**config.mk**
```make
export PLATFORM = sky130hd
export DESIGN_NAME = frame_write_sequencer_flat
export DESIGN_NICKNAME = d
export VERILOG_FILES = /design/src/rtl/frame_write_sequencer_if.sv /design/src/rtl/frame_write_sequencer.sv /design/src/flat_wrapper.sv
export SDC_FILE = /design/constraint.sdc
export NUM_CORES = 1
export LEC_CHECK = 0
export ABC_AREA = 0
export CORE_UTILIZATION = 30
export CTS_BUF_LIST = sky130_fd_sc_hd__clkbuf_16
export DETAILED_ROUTE_END_ITERATION = 8
export GPL_TIMING_DRIVEN = 1
export PLACE_DENSITY = 0.63
export SETUP_SLACK_MARGIN = 0.02
export SLEW_MARGIN = 20
export SYNTH_ARGS = -nofsm -noshare
export SYNTH_HDL_FRONTEND = slang
export SYNTH_SLANG_ARGS = --single-unit
```
**constraint.sdc**
```tcl
create_clock -name I_clka -period 3 [get_ports I_clka]
set_input_delay 0.3 -clock I_clka [delete_from_list [all_inputs] [get_ports I_clka]]
set_output_delay 0.3 -clock I_clka [all_outputs]
set_load 0.02 [all_outputs]
```
**src/rtl/frame_write_sequencer_if.sv**
```systemverilog
// Pixel stream handshake between the HDMI pixel packer (master) and the
// frame write sequencer (slave).
//   I_pix_data  : pixel word
//   I_pix_valid : word valid
//   I_pix_sof   : first word of a frame, qualified by valid
//   O_pix_ready : word accepted when valid & ready
interface frame_write_sequencer_if #(
  parameter int unsigned DATA_WIDTH = 32
);
  logic [DATA_WIDTH-1:0] I_pix_data;
  logic                  I_pix_valid;
  logic                  I_pix_sof;
  logic                  O_pix_ready;

  modport master (
    output I_pix_data,
    output I_pix_valid,
    output I_pix_sof,
    input  O_pix_ready
  );

  modport slave (
    input  I_pix_data,
    input  I_pix_valid,
    input  I_pix_sof,
    output O_pix_ready
  );
endinterface

```
**src/rtl/frame_write_sequencer.sv**
```systemverilog
// Write-side controller for the double frame buffer. Gathers one 32-bit
// pixel word per RAM block, then writes all blocks in a single cycle at a
// common address. After a full frame it pulses the buffer swap.
// Optional feature macro: SWAP_GATE_EN (gate the swap on a synchronised
// I_swap_allow; otherwise I_swap_allow is ignored).
// Ports:
//   I_clka, I_rst_n  : write clock, async active-low reset
//   pix (slave)      : pixel stream (data/valid/sof in, ready out)
//   I_swap_allow     : reader idle at frame boundary
//   O_write_enable   : 1-cycle write strobe
//   O_ada_flat       : write address replicated per block
//   O_din_flat       : staged words, field k = block k
//   O_swap_trigger   : 1-cycle swap pulse
//   O_frame_count    : completed frames (wraps)
//   O_sof_error      : 1-cycle pulse on early or missing SOF
module frame_write_sequencer #(
  parameter  int unsigned BYTES_PER_BLOCK = 2250,
  parameter  int unsigned BANK_COUNT      = 6,
  parameter  int unsigned BLOCK_COUNT     = 2,
  parameter  int unsigned DATA_WIDTH_A    = 32,
  localparam int unsigned NUM_BLK         = BANK_COUNT * BLOCK_COUNT,
  localparam int unsigned WORDS_PER_BLK   = (BYTES_PER_BLOCK * 8) / DATA_WIDTH_A,
  localparam int unsigned ADDR_W          = (WORDS_PER_BLK > 1) ? $clog2(WORDS_PER_BLK) : 1
) (
  input  logic                             I_clka,
  input  logic                             I_rst_n,
  frame_write_sequencer_if.slave           pix,
  input  logic                             I_swap_allow,
  output logic                             O_write_enable,
  output logic [NUM_BLK*ADDR_W-1:0]        O_ada_flat,
  output logic [NUM_BLK*DATA_WIDTH_A-1:0]  O_din_flat,
  output logic                             O_swap_trigger,
  output logic [15:0]                      O_frame_count,
  output logic                             O_sof_error
);

  localparam int unsigned SLOT_W   = (NUM_BLK > 1) ? $clog2(NUM_BLK) : 1;
  localparam int unsigned STAGE_W  = NUM_BLK * DATA_WIDTH_A;
  localparam int unsigned FC_W     = 16;

  localparam logic [2:0] S_IDLE      = 3'd0;
  localparam logic [2:0] S_GATHER    = 3'd1;
  localparam logic [2:0] S_WRITE     = 3'd2;
  localparam logic [2:0] S_SWAP_WAIT = 3'd3;
  localparam logic [2:0] S_SWAP      = 3'd4;

  logic [2:0]                  state_q,  state_d;
  logic [SLOT_W-1:0]           slot_q,   slot_d;
  logic [ADDR_W-1:0]           addr_q,   addr_d;
  logic [STAGE_W-1:0]          stage_q,  stage_d;
  logic                        ready_q,  ready_d;
  logic                        we_q,     we_d;
  logic [NUM_BLK*ADDR_W-1:0]   ada_q,    ada_d;
  logic [STAGE_W-1:0]          din_q,    din_d;
  logic                        swap_q,   swap_d;
  logic [FC_W-1:0]             fc_q,     fc_d;
  logic                        err_q,    err_d;
  logic                        accept_c;
  logic [SLOT_W-1:0]           fill_idx_c;
  logic                        swap_ok_c;

`ifdef SWAP_GATE_EN
  // Two-flop synchroniser for the reader-idle indication.
  logic [1:0] allow_sync_q;
  always_ff @(posedge I_clka or negedge I_rst_n) begin
    if (!I_rst_n) allow_sync_q <= 2'b00;
    else          allow_sync_q <= {allow_sync_q[0], I_swap_allow};
  end
  assign swap_ok_c = allow_sync_q[1];
`else
  logic swap_allow_unused;
  assign swap_allow_unused = I_swap_allow;
  assign swap_ok_c         = 1'b1;
`endif

  assign accept_c = pix.I_pix_valid & ready_q;
  // SOF always restarts filling at slot 0.
  assign fill_idx_c = pix.I_pix_sof ? '0 : slot_q;

  // State and datapath registers.
  always_ff @(posedge I_clka or negedge I_rst_n) begin
    if (!I_rst_n) begin
      state_q <= S_IDLE;
      slot_q  <= '0;
      addr_q  <= '0;
      stage_q <= '0;
      ready_q <= 1'b1;
      we_q    <= 1'b0;
      ada_q   <= '0;
      din_q   <= '0;
      swap_q  <= 1'b0;
      fc_q    <= '0;
      err_q   <= 1'b0;
    end else begin
      state_q <= state_d;
      slot_q  <= slot_d;
      addr_q  <= addr_d;
      stage_q <= stage_d;
      ready_q <= ready_d;
      we_q    <= we_d;
      ada_q   <= ada_d;
      din_q   <= din_d;
      swap_q  <= swap_d;
      fc_q    <= fc_d;
      err_q   <= err_d;
    end
  end

  // Next-state and next-output logic; outputs are registered from state_d.
  always_comb begin
    state_d = state_q;
    slot_d  = slot_q;
    addr_d  = addr_q;
    stage_d = stage_q;
    fc_d    = fc_q;
    err_d   = 1'b0;
    ada_d   = ada_q;
    din_d   = din_q;

    case (state_q)
      S_IDLE, S_GATHER: begin
        if (accept_c) begin
          if ((state_q == S_IDLE) && !pix.I_pix_sof) begin
            err_d = 1'b1;
          end else begin
            if ((state_q == S_GATHER) && pix.I_pix_sof) begin
              err_d  = 1'b1;
              addr_d = '0;
            end
            stage_d[32'(fill_idx_c) * DATA_WIDTH_A +: DATA_WIDTH_A] = pix.I_pix_data;
            if (fill_idx_c == SLOT_W'(NUM_BLK - 1)) begin
              slot_d  = '0;
              state_d = S_WRITE;
            end else begin
              slot_d  = fill_idx_c + SLOT_W'(1);
              state_d = S_GATHER;
            end
          end
        end
      end
      S_WRITE: begin
        if (addr_q == ADDR_W'(WORDS_PER_BLK - 1)) begin
          state_d = S_SWAP_WAIT;
        end else begin
          addr_d  = addr_q + ADDR_W'(1);
          state_d = S_GATHER;
        end
      end
      S_SWAP_WAIT: begin
        if (swap_ok_c) state_d = S_SWAP;
      end
      S_SWAP: begin
        state_d = S_IDLE;
      end
      default: begin
        state_d = S_IDLE;
      end
    endcase

    if (state_d == S_WRITE) begin
      ada_d = {NUM_BLK{addr_d}};
      din_d = stage_d;
    end
    if ((state_d == S_SWAP) && (state_q != S_SWAP)) begin
      fc_d   = fc_q + FC_W'(1);
      addr_d = '0;
    end

    ready_d = (state_d == S_IDLE) || (state_d == S_GATHER);
    we_d    = (state_d == S_WRITE);
    swap_d  = (state_d == S_SWAP);
  end

  assign pix.O_pix_ready = ready_q;
  assign O_write_enable  = we_q;
  assign O_ada_flat      = ada_q;
  assign O_din_flat      = din_q;
  assign O_swap_trigger  = swap_q;
  assign O_frame_count   = fc_q;
  assign O_sof_error     = err_q;

endmodule

```
**src/flat_wrapper.sv**
```systemverilog
// flat-port wrapper written by rule: the top's interface ports become plain ports
module frame_write_sequencer_flat 
#(
  parameter  int unsigned BYTES_PER_BLOCK = 2250,
  parameter  int unsigned BANK_COUNT      = 6,
  parameter  int unsigned BLOCK_COUNT     = 2,
  parameter  int unsigned DATA_WIDTH_A    = 32,
  localparam int unsigned NUM_BLK         = BANK_COUNT * BLOCK_COUNT,
  localparam int unsigned WORDS_PER_BLK   = (BYTES_PER_BLOCK * 8) / DATA_WIDTH_A,
  localparam int unsigned ADDR_W          = (WORDS_PER_BLK > 1) ? $clog2(WORDS_PER_BLK) : 1
)
  (I_clka, I_rst_n, I_swap_allow, O_write_enable, O_ada_flat, O_din_flat, O_swap_trigger, O_frame_count, O_sof_error, pix_I_pix_data, pix_I_pix_valid, pix_I_pix_sof, pix_O_pix_ready);
  frame_write_sequencer_if #(.DATA_WIDTH((32))) pix_i ();
  input  logic I_clka;
  input  logic I_rst_n;
  input  logic I_swap_allow;
  output logic O_write_enable;
  output logic [NUM_BLK*ADDR_W-1:0] O_ada_flat;
  output logic [NUM_BLK*DATA_WIDTH_A-1:0] O_din_flat;
  output logic O_swap_trigger;
  output logic [15:0] O_frame_count;
  output logic O_sof_error;
  input wire logic [$bits(pix_i.I_pix_data)-1:0] pix_I_pix_data;
  input wire logic [$bits(pix_i.I_pix_valid)-1:0] pix_I_pix_valid;
  input wire logic [$bits(pix_i.I_pix_sof)-1:0] pix_I_pix_sof;
  output wire logic [$bits(pix_i.O_pix_ready)-1:0] pix_O_pix_ready;
  assign pix_i.I_pix_data = pix_I_pix_data;
  assign pix_i.I_pix_valid = pix_I_pix_valid;
  assign pix_i.I_pix_sof = pix_I_pix_sof;
  assign pix_O_pix_ready = pix_i.O_pix_ready;
  frame_write_sequencer #(.BYTES_PER_BLOCK(BYTES_PER_BLOCK), .BANK_COUNT(BANK_COUNT), .BLOCK_COUNT(BLOCK_COUNT), .DATA_WIDTH_A(DATA_WIDTH_A)) u_core (.I_clka(I_clka), .I_rst_n(I_rst_n), .pix(pix_i), .I_swap_allow(I_swap_allow), .O_write_enable(O_write_enable), .O_ada_flat(O_ada_flat), .O_din_flat(O_din_flat), .O_swap_trigger(O_swap_trigger), .O_frame_count(O_frame_count), .O_sof_error(O_sof_error));
endmodule
```
Yosys cells after proc, flatten, opt, wreduce, memory -nomap -nowiden
Cells that the tools add are included. W data, S select, Z words.

Output and inout bits: 524. Register bits after elaboration: 925. Bits of input ports: 37. Word-level logic and storage cells: 58.

Reduce and logical (&&, ||, !) cells: 9. Muxes and demuxes: 21. Bitwise logic cells: 2. Shifts and indexed selects: 2. Equality and inequality tests: 9. Add/sub/neg operators: 4.

Operators with widths (count): $mux W384 (3); $bwmux W384 (1); $shift A32 B34 Y384 const A (1); $shiftx A32 B34 Y384 (1); $mux W10 (5); $neg A9 Y34 (1); $pmux W10 S2 (1); $add A16 B1 Y16 const B (1); $add A10 B1 Y10 const B (1); $eq A10 B10 Y1 const B (1); $eq A3 B2 Y1 const B (3); $pmux W3 S3 (1); $mux W4 (2); $eq A3 B1 Y1 const B (2); $logic_not A3 Y1 (2); $mux W3 (2); $add A4 B1 Y4 const B (1); $eq A4 B4 Y1 const B (1); $mux W1 (4); $mux W2 (2); $eq A3 B3 Y1 const B (1); $logic_and A1 B1 Y1 (3); $ne A3 B3 Y1 const B (1); $reduce_and A3 Y1 (1); 5 further kinds (5).

Longest topological paths before layout
Gate-level depths: netlist (run 1).

Word-level depth: 9. Depth in mapped cells: 16. Gate-level depth less buffers: 9.

Worst setup path after synthesis (run 1)
Ideal clock, no wire load.

Kind: input to register. Start point: input port pix_I_pix_sof. End point: register u_core.din_q[136] (netlist: u_core.O_din_flat[136]). Cell stages on the path: 15. Slack: -0.337 ns. Data arrival time: 3.213 ns. Buffers on the path: 8. Library setup time: 0.125 ns. Data required time: 2.875 ns. Cells stage by stage: buf_2 -> nand2b_1 -> inv_1 -> clkbuf_1 -> clkbuf_1 -> ha_1 -> clkbuf_1 -> or3b_1 -> clkbuf_1 -> or2_1 -> buf_2 -> inv_2 -> buf_4 -> buf_4 -> mux2_2.

Cells in the longest elaborated chain, start to end: 7. Elaborated cells between the ends (all ways): 16. Those cells by class: add/sub: 1; eq/ne: 2; shift: 2; mux: 9; reduce/logical: 2.

RTL lines: start, declared (RTL line flat_wrapper.sv:25) `input wire logic [$bits(pix_i.I_pix_sof)-1:0] pix_I_pix_sof;`; $mux W4 (RTL line frame_write_sequencer.sv:78) `assign fill_idx_c = pix.I_pix_sof ? '0 : slot_q;`; $neg A9 Y34 / $eq A4 B4 Y1 (equally long branches) (RTL line frame_write_sequencer.sv:130, frame_write_sequencer.sv:131); $shiftx A32 B34 Y384 (tied with other cells) (RTL line frame_write_sequencer.sv:130) `stage_d[32'(fill_idx_c) * DATA_WIDTH_A +: DATA_WIDTH_A] = pix.I_pix_data;`; $bwmux W384 / $mux W3 (equally long branches) (RTL line frame_write_sequencer.sv:130, frame_write_sequencer.sv:123); $mux W384 / $mux W3 (equally long branches) (RTL line frame_write_sequencer.sv:123, frame_write_sequencer.sv:122); $mux W384 / $pmux W3 S3 (equally long branches) (RTL line frame_write_sequencer.sv:122, frame_write_sequencer.sv:120); $mux W384 / $eq A3 B2 Y1 (equally long branches) (RTL line frame_write_sequencer.sv:120, frame_write_sequencer.sv:160); end signal, assigned (RTL line frame_write_sequencer.sv:102) `din_q <= din_d;`; end, declared (RTL line frame_write_sequencer.sv:54) `logic [STAGE_W-1:0] din_q, din_d;`.

Several ways; a longest one is shown, not always the timed one. A chain may end at the register's enable or synchronous reset.

Worst setup path after layout (run 1)
Start point: register u_core.slot_q[0]. End point: register u_core.din_q[285] (netlist: u_core.O_din_flat[285]).

Cells in the longest elaborated chain, start to end: 7. Elaborated cells between the ends (all ways): 14. Those cells by class: add/sub: 1; eq/ne: 2; shift: 2; mux: 9.

RTL lines: start, declared (RTL line frame_write_sequencer.sv:48) `logic [SLOT_W-1:0] slot_q, slot_d;`; start signal, assigned (RTL line frame_write_sequencer.sv:96) `slot_q <= slot_d;`; $mux W4 (*) (RTL line frame_write_sequencer.sv:78); $neg A9 Y34 / $eq A4 B4 Y1 (equally long branches) (RTL line frame_write_sequencer.sv:130, frame_write_sequencer.sv:131); $shiftx A32 B34 Y384 (tied with other cells) (RTL line frame_write_sequencer.sv:130); $bwmux W384 / $mux W3 (equally long branches) (RTL line frame_write_sequencer.sv:130, frame_write_sequencer.sv:123); $mux W384 / $mux W3 (equally long branches) (RTL line frame_write_sequencer.sv:123, frame_write_sequencer.sv:122); $mux W384 / $pmux W3 S3 (equally long branches) (RTL line frame_write_sequencer.sv:122, frame_write_sequencer.sv:120); $mux W384 / $eq A3 B2 Y1 (equally long branches) (RTL line frame_write_sequencer.sv:120, frame_write_sequencer.sv:160).

Mark *: on every way between the ends. The rest lies on a longest branch, timed or not.

==> results.json, run 1 <==
{
  "ys_dominant_reg_cell": "dfrtp_1",
  "p_leak_nw": 21.4,
  "place_congestion": 0.830,
  "total_power_mw": 28.1,
  "die_x_um": 336,
  "placed_area_um2": 41100,
  "yosys-top-cells-area": "dfrtp_1 61%, nand2_1 7.5%, mux2_2 4.7%, a31oi_1 4.3%, buf_4 2.8%",
  "ys_ff_latch": 815,
  "grt_antenna_before_repair": 16,
  "dr.pass1.iters": 7,
  "drc": 0,
  "async_flop_share_pct": 100,
  "cts_root_buffer": "clkbuf_16",
  "synth.top_cell.area_share_pct": 60.8,
  "synthesis.nets": 3215,
  "fin_area_um2": 44000,
  "vias_per_cell": 4.83,
  "required_ns": 3.52,
  "fmax_mhz": 359,
  "wire_per_inst_um": 21.6,
  "final_layout_size_suffix_gt1_share_pct": 14.4,
  "die_area_um2": 113000,
  "grt_setup_unrepaired": "false",
  "path_class": "flop to flop",
  "grt_max_degree": 128,
  "synth_most_common_cell": "dfrtp_1",
  "row_count": 122,
  "syn_area_um2": 33500,
  "fin_crit_sh_pct": 92.9,
  "h-tree-depth": 3,
  "finalSetupViolCount": 0,
  "skew_ns": 0.0209,
  "crit_arrival_ns": 3.30,
  "hp-class": "input port to async pin",
  "route.antenna.remaining_nets": 0,
  "clk_pin_slew_ns": 0.06,
  "cts_tree": "done",
  "cts_buffers": 90,
  "io_buffers": 559,
  "synth_edf_count": 0,
  "period_needed_ns": 2.79,
  "worstSetupEndpointType": "flop",
  "grt_use_total_pct": 19.9,
  "hpwlAfterDp_mm": 79.4,
  "clkLatencyLatePin_ns": 0.65,
  "syn_inst": 3170,
  "worstMarginPinSlew_ns": 0.895,
  "clockBufferDepth": 3,
  "hold_violations": 0,
  "nNetsFinal": 3710,
  "initial_core_util_pct": 30.3,
  "overflow": 0,
  "yosysUniqueCellTypes": 64,
  "cts-resized-gates": 0,
  "maxCapViolations": 0,
  "die_h_um": 336,
  "syn-mean-instance-area_um2": 10.6,
  "worstPathMaxFanout": 90,
  "peakVddDrop_mv": 0.459,
  "clock-sinks": 815,
  "grt_pass1_wl_mm": 166,
  "ys_seq_area_share_pct": 60.9,
  "syn_to_final_growth_pct": 31.3,
  "core_um2": 111000,
  "wirelength_mm": 113,
  "drt_iter0_markers": 1784,
  "yosysTopAreaCell": "dfrtp_1",
  "relSlewSlack_pct": 40.2,
  "vias": 25200,
  "outcome": "finished, final reports clean",
  "yosysWarningCount": 0,
  "power_density_nw_per_um2": 639,
  "ys_top_cells_by_count": "814 x dfrtp_1, 673 x nand2_1, 242 x nor2_1, 230 x a31oi_1, 139 x mux2_2",
  "grt_pass1_vias": 24700,
  "cp-start-kind": "flop",
  "ios": 561,
  "final_max_slew_viol_count": 0
}
[placed cells by master, fill, tap and decap left out, drive strengths merged, types with 7 or more instances in the layout]
master / synthesis / layout
nor2b: 10 / 10
or2: 72 / 72
nor3: 26 / 26
or3: 39 / 39
clkbuf: 124 / 93
nand2: 673 / 673
ha: 8 / 8
nand4: 62 / 62
xor2: 7 / 7
a221o: 26 / 26
and3: 78 / 78
clkdlybuf4s50: 0 / 558
bufinv: 0 / 7
a31oi: 230 / 230
xnor2: 10 / 10
dfrtp: 814 / 814
buf: 212 / 180
o21ai: 38 / 38
o211ai: 8 / 8
nand3: 82 / 82
inv: 99 / 121
nor2: 242 / 242
a211o: 18 / 18
diode: 0 / 7
mux2i: 41 / 41
mux2: 141 / 141
o31ai: 63 / 63
clkinv: 0 / 31
[final timing paths]
kind	from	end	slack (ns)	cells past startpoint
max reg2reg	u_core.slot_q[0]	u_core.O_din_flat[285]	0.21	9
min reg2reg	u_core.stage_q[325]	u_core.stage_q[325]	0.46	2
min	I_rst_n	u_core.O_din_flat[154]	0.12	2
min in group I_clka	u_core.stage_q[325]	u_core.stage_q[325]	0.46	2
max in group asynchronous	I_rst_n	u_core.O_din_flat[291]	1.72	3
max	u_core.slot_q[0]	u_core.O_din_flat[285]	0.21	9
[where the power goes]
part | switching [mW] | internal [mW]
clock network | 4.53 | 6.17
logic | 2.69 | 1.93
registers | 0.671 | 12.1
total | 7.89 | 20.2
[layout make-up]
| type | count | area, um^2 |
|---|---|---|
| clock buffers | 93 | 2330 |
| clock inverters | 62 | 465 |
| repair buffers | 739 | 7530 |
| inverters | 99 | 388 |
| diodes | 7 | 17.5 |
| flip-flops and latches | 815 | 20400 |
| multi-input cells | 1920 | 11000 |
| well taps | 1488 | 1860 |
| fillers | 10700 | 66700 |
[state kept, by name (all words and copies together) (netlist names)]
signal,count
u_core.pix.O_pix_ready,1
u_core.slot_q,4
u_core.O_din_flat,384
u_core.O_frame_count,16
u_core.state_q,3
u_core.O_ada_flat,10
u_core.addr_q,10
u_core.O_sof_error,1
u_core.stage_q,384
u_core.O_swap_trigger,1
u_core.O_write_enable,1
[critical path, stage by stage, from the launching register on]
cell and delay [ns]:
dfrtp_1 0.57, nand2b_4 0.09, ha_1 0.23, nand2b_1 0.19, a2111oi_4 0.36, buf_4 0.24
o2111ai_4 0.15, buf_12 0.23, and3_1 0.25, a221o_1 0.26
[cells by family (layout without fill, tap and decap cells)]
kind of cell	count (synthesis)	in the layout	share of synthesized area, %
and+or+nand+nor	1311	1311	17.5
DFF	815	815	60.9
buffers and inverters	435	993	6.63
AOI/OAI and AO/OA	402	402	8.26
muxes	182	182	5.97
xor gates and xnor gates	17	17	0.445
adders and majority gates	8	8	0.299
other	0	7	0
[routing by layer]
layer | global-route usage (%) | vias to the layer above | routed length (um)
li1 | - | 11600 | -
met1 | 27.1 | 12600 | 49500
met2 | 31.2 | 762 | 52100
met3 | 4.76 | 161 | 8370
met4 | 5.86 | 8 | 2830
met5 | 0 | - | 51
[timing repair]
action	in CTS	in global routing
hold buffers	1	0
hold endpoints to repair	93	0
buffers inserted	0	0
[metrics by stage]
step / TNS (ns) / util, % / setup WS (ns) / cells / hold WS (ns)
6_report: 0 / 39.7 / 0.214 / 5223 / 0.125
5_1_grt: 0 / 39.7 / 0.0694 / 5216 / 0.136
4_1_cts: 0 / 39.7 / 0.227 / 5216 / 0.135
3_5_place_dp: -8.43 / 37.2 / -0.137 / 5060 / 0.246
3_3_place_gp: -6.01 / 37.2 / -0.0922 / 5060 / 0.249
2_1_floorplan: 0 / - / 0.0316 / 3170 / 0.00441
(Power assumes the default switching activity.)
==> run 2: changes to the inputs <==
- CORE_MARGIN: unset -> 5
==> results.json, run 2 (synthesized netlist as in run 1, its figures left out) <==
{
  "final_max_slew_viol_count": 0,
  "vias": 25200,
  "grt_max_degree": 107,
  "row_count": 122,
  "path_class": "flop to flop",
  "fillers": 10800,
  "grt_pass1_vias": 25100,
  "switching_share_pct": 28.5,
  "p_sw_mw": 8.02,
  "skew_ns": 0.0282,
  "placedCellCount": 5059,
  "grt_pass1_wl_mm": 168,
  "cp-start-kind": "flop",
  "clkLatencyLatePin_ns": 0.66,
  "cellInternalPower_mw": 20.1,
  "syn_to_final_growth_pct": 31.5,
  "hold_violations": 0,
  "die_x_um": 344,
  "final_layout_size_suffix_gt1_share_pct": 14.7,
  "worstMarginPinSlew_ns": 1.06,
  "maxCapViolations": 0,
  "clk_pin_slew_ns": 0.06,
  "drt_iter0_markers": 1739,
  "period_needed_ns": 2.81,
  "wirelength_mm": 114,
  "io_buffers": 559,
  "wire_per_inst_um": 21.9,
  "cts-resized-gates": 0,
  "cp_top_family": "compound AO/OA/AOI/OAI gates",
  "clock-sinks": 815,
  "p_seq_share_pct": 45.3,
  "placed_area_um2": 41100,
  "required_ns": 3.54,
  "nNetsFinal": 3708,
  "setup_tns_ns": 0,
  "overflow": 0,
  "grt_use_total_pct": 19.0,
  "hp-class": "input port to flop",
  "slowest_delay_ns": 0.58,
  "die_h_um": 344,
  "cts_root_buffer": "clkbuf_16",
  "cts_setup_buffers": 0,
  "path_cells": "nand2b_4, ha_1, nand2b_1, a2111oi_4, buf_4, o2111ai_4, buf_12, and3_1, a221o_1",
  "power_density_nw_per_um2": 640,
  "pwr-share-comb_pct": 16.5,
  "drc": 0,
  "finalSetupViolCount": 0,
  "ios": 561,
  "worstSetupEndpointType": "flop",
  "worstPathMaxFanout": 88,
  "final_common_cell": "dfrtp_1",
  "core_um2": 111000,
  "route.antenna.remaining_nets": 0,
  "initial_core_util_pct": 30.2,
  "crit_arrival_ns": 3.35,
  "dr.pass1.iters": 7,
  "crit_slowest_cell": "dfrtp_1",
  "outcome": "finished, final reports clean",
  "h-tree-depth": 3,
  "grt_antenna_before_repair": 17,
  "fin_crit_sh_pct": 93.8,
  "cts_tree": "done",
  "fin_cells": 5232,
  "clockPowerShare_pct": 38.1,
  "vias_per_cell": 4.82,
  "fin_area_um2": 44000,
  "relSlewSlack_pct": 29.0,
  "final_cell_mix": "814 x dfrtp_1, 673 x nand2_1, 557 x clkdlybuf4s50_1, 241 x nor2_1, 230 x a31oi_1",
  "hpwlAfterDp_mm": 81.2,
  "grt_setup_unrepaired": "false",
  "cts_buffers": 89,
  "peakVddDrop_mv": 0.444,
  "p_leak_nw": 21.4,
  "place_congestion": 0.813,
  "die_area_um2": 118000,
  "clockBufferDepth": 3,
  "fmax_mhz": 356,
  "worstPathBufferInverterCount": 2
}
run 2: worst min-delay path, stage by stage:
cell	delay [ns]
buf_2	0.31
nand2_1	0.14
mux2i_1	0.07
run 2: through the flow:
stage	hold WS (ns)	utilization [%]	total power, mW	setup slack [ns]
after floorplan	0.00441	-	15.0	0.0316
after global placement	0.390	37.1	17.6	-0.0780
after detailed placement	0.387	37.1	17.7	-0.120
after CTS	0.188	39.7	28.6	0.214
after global routing	0.231	39.7	29.4	0.0583
final	0.231	39.7	28.2	0.187
run 2: final cells by class:
type | instances | area (um^2) | area share, %
sequential | 815 | 20400 | 46.3
multi-input combinational | 1920 | 11000 | 24.9
tap | 1488 | 1860 | 4.23
antenna | 5 | 12.5 | 0.0284
inverter | 99 | 388 | 0.881
timing repair buffer | 738 | 7540 | 17.1
clock buffer | 90 | 2250 | 5.12
clock inverter | 77 | 591 | 1.34
run 2: worst paths after layout:
check,from,end,slack (ns),depth (start not counted)
max,u_core.slot_q[0],u_core.O_din_flat[281],0.19,9
min,pix_I_pix_data[14],u_core.stage_q[206],0.23,3
max reg2reg,u_core.slot_q[0],u_core.O_din_flat[281],0.19,9
min reg2reg,u_core.stage_q[324],u_core.stage_q[324],0.46,2
max in group asynchronous,I_rst_n,u_core.O_din_flat[359],1.64,3
min in group asynchronous,I_rst_n,u_core.stage_q[307],0.27,2
run 2: routing by layer:
layer	track usage (%)	wire [um]
met1	24.9	48500
met2	30.2	52600
met3	6.46	10400
met4	5.35	2920
met5	0	9
run 2: power by group through the flow:
stage / Sequential (mW) / Combinational (mW) / Clock (mW)
floorplan: 13.5 / 1.54 / 0
global placement: 12.9 / 4.66 / 0
detailed placement: 13.0 / 4.73 / 0
CTS: 12.8 / 4.75 / 11.0
global route: 12.9 / 5.06 / 11.4
finish: 12.8 / 4.66 / 10.7
run 2: what timing repair did:
action	4_1_cts	5_1_grt
hold buffers	1	0
endpoints found under the hold margin	48	0
endpoints found under the setup margin	0	0
==> run 3: changes to the inputs <==
- CORE_MARGIN: 5 -> unset
==> results of run 3 <==
No change in the layout: final DEF, timing and power equal those of run 1.
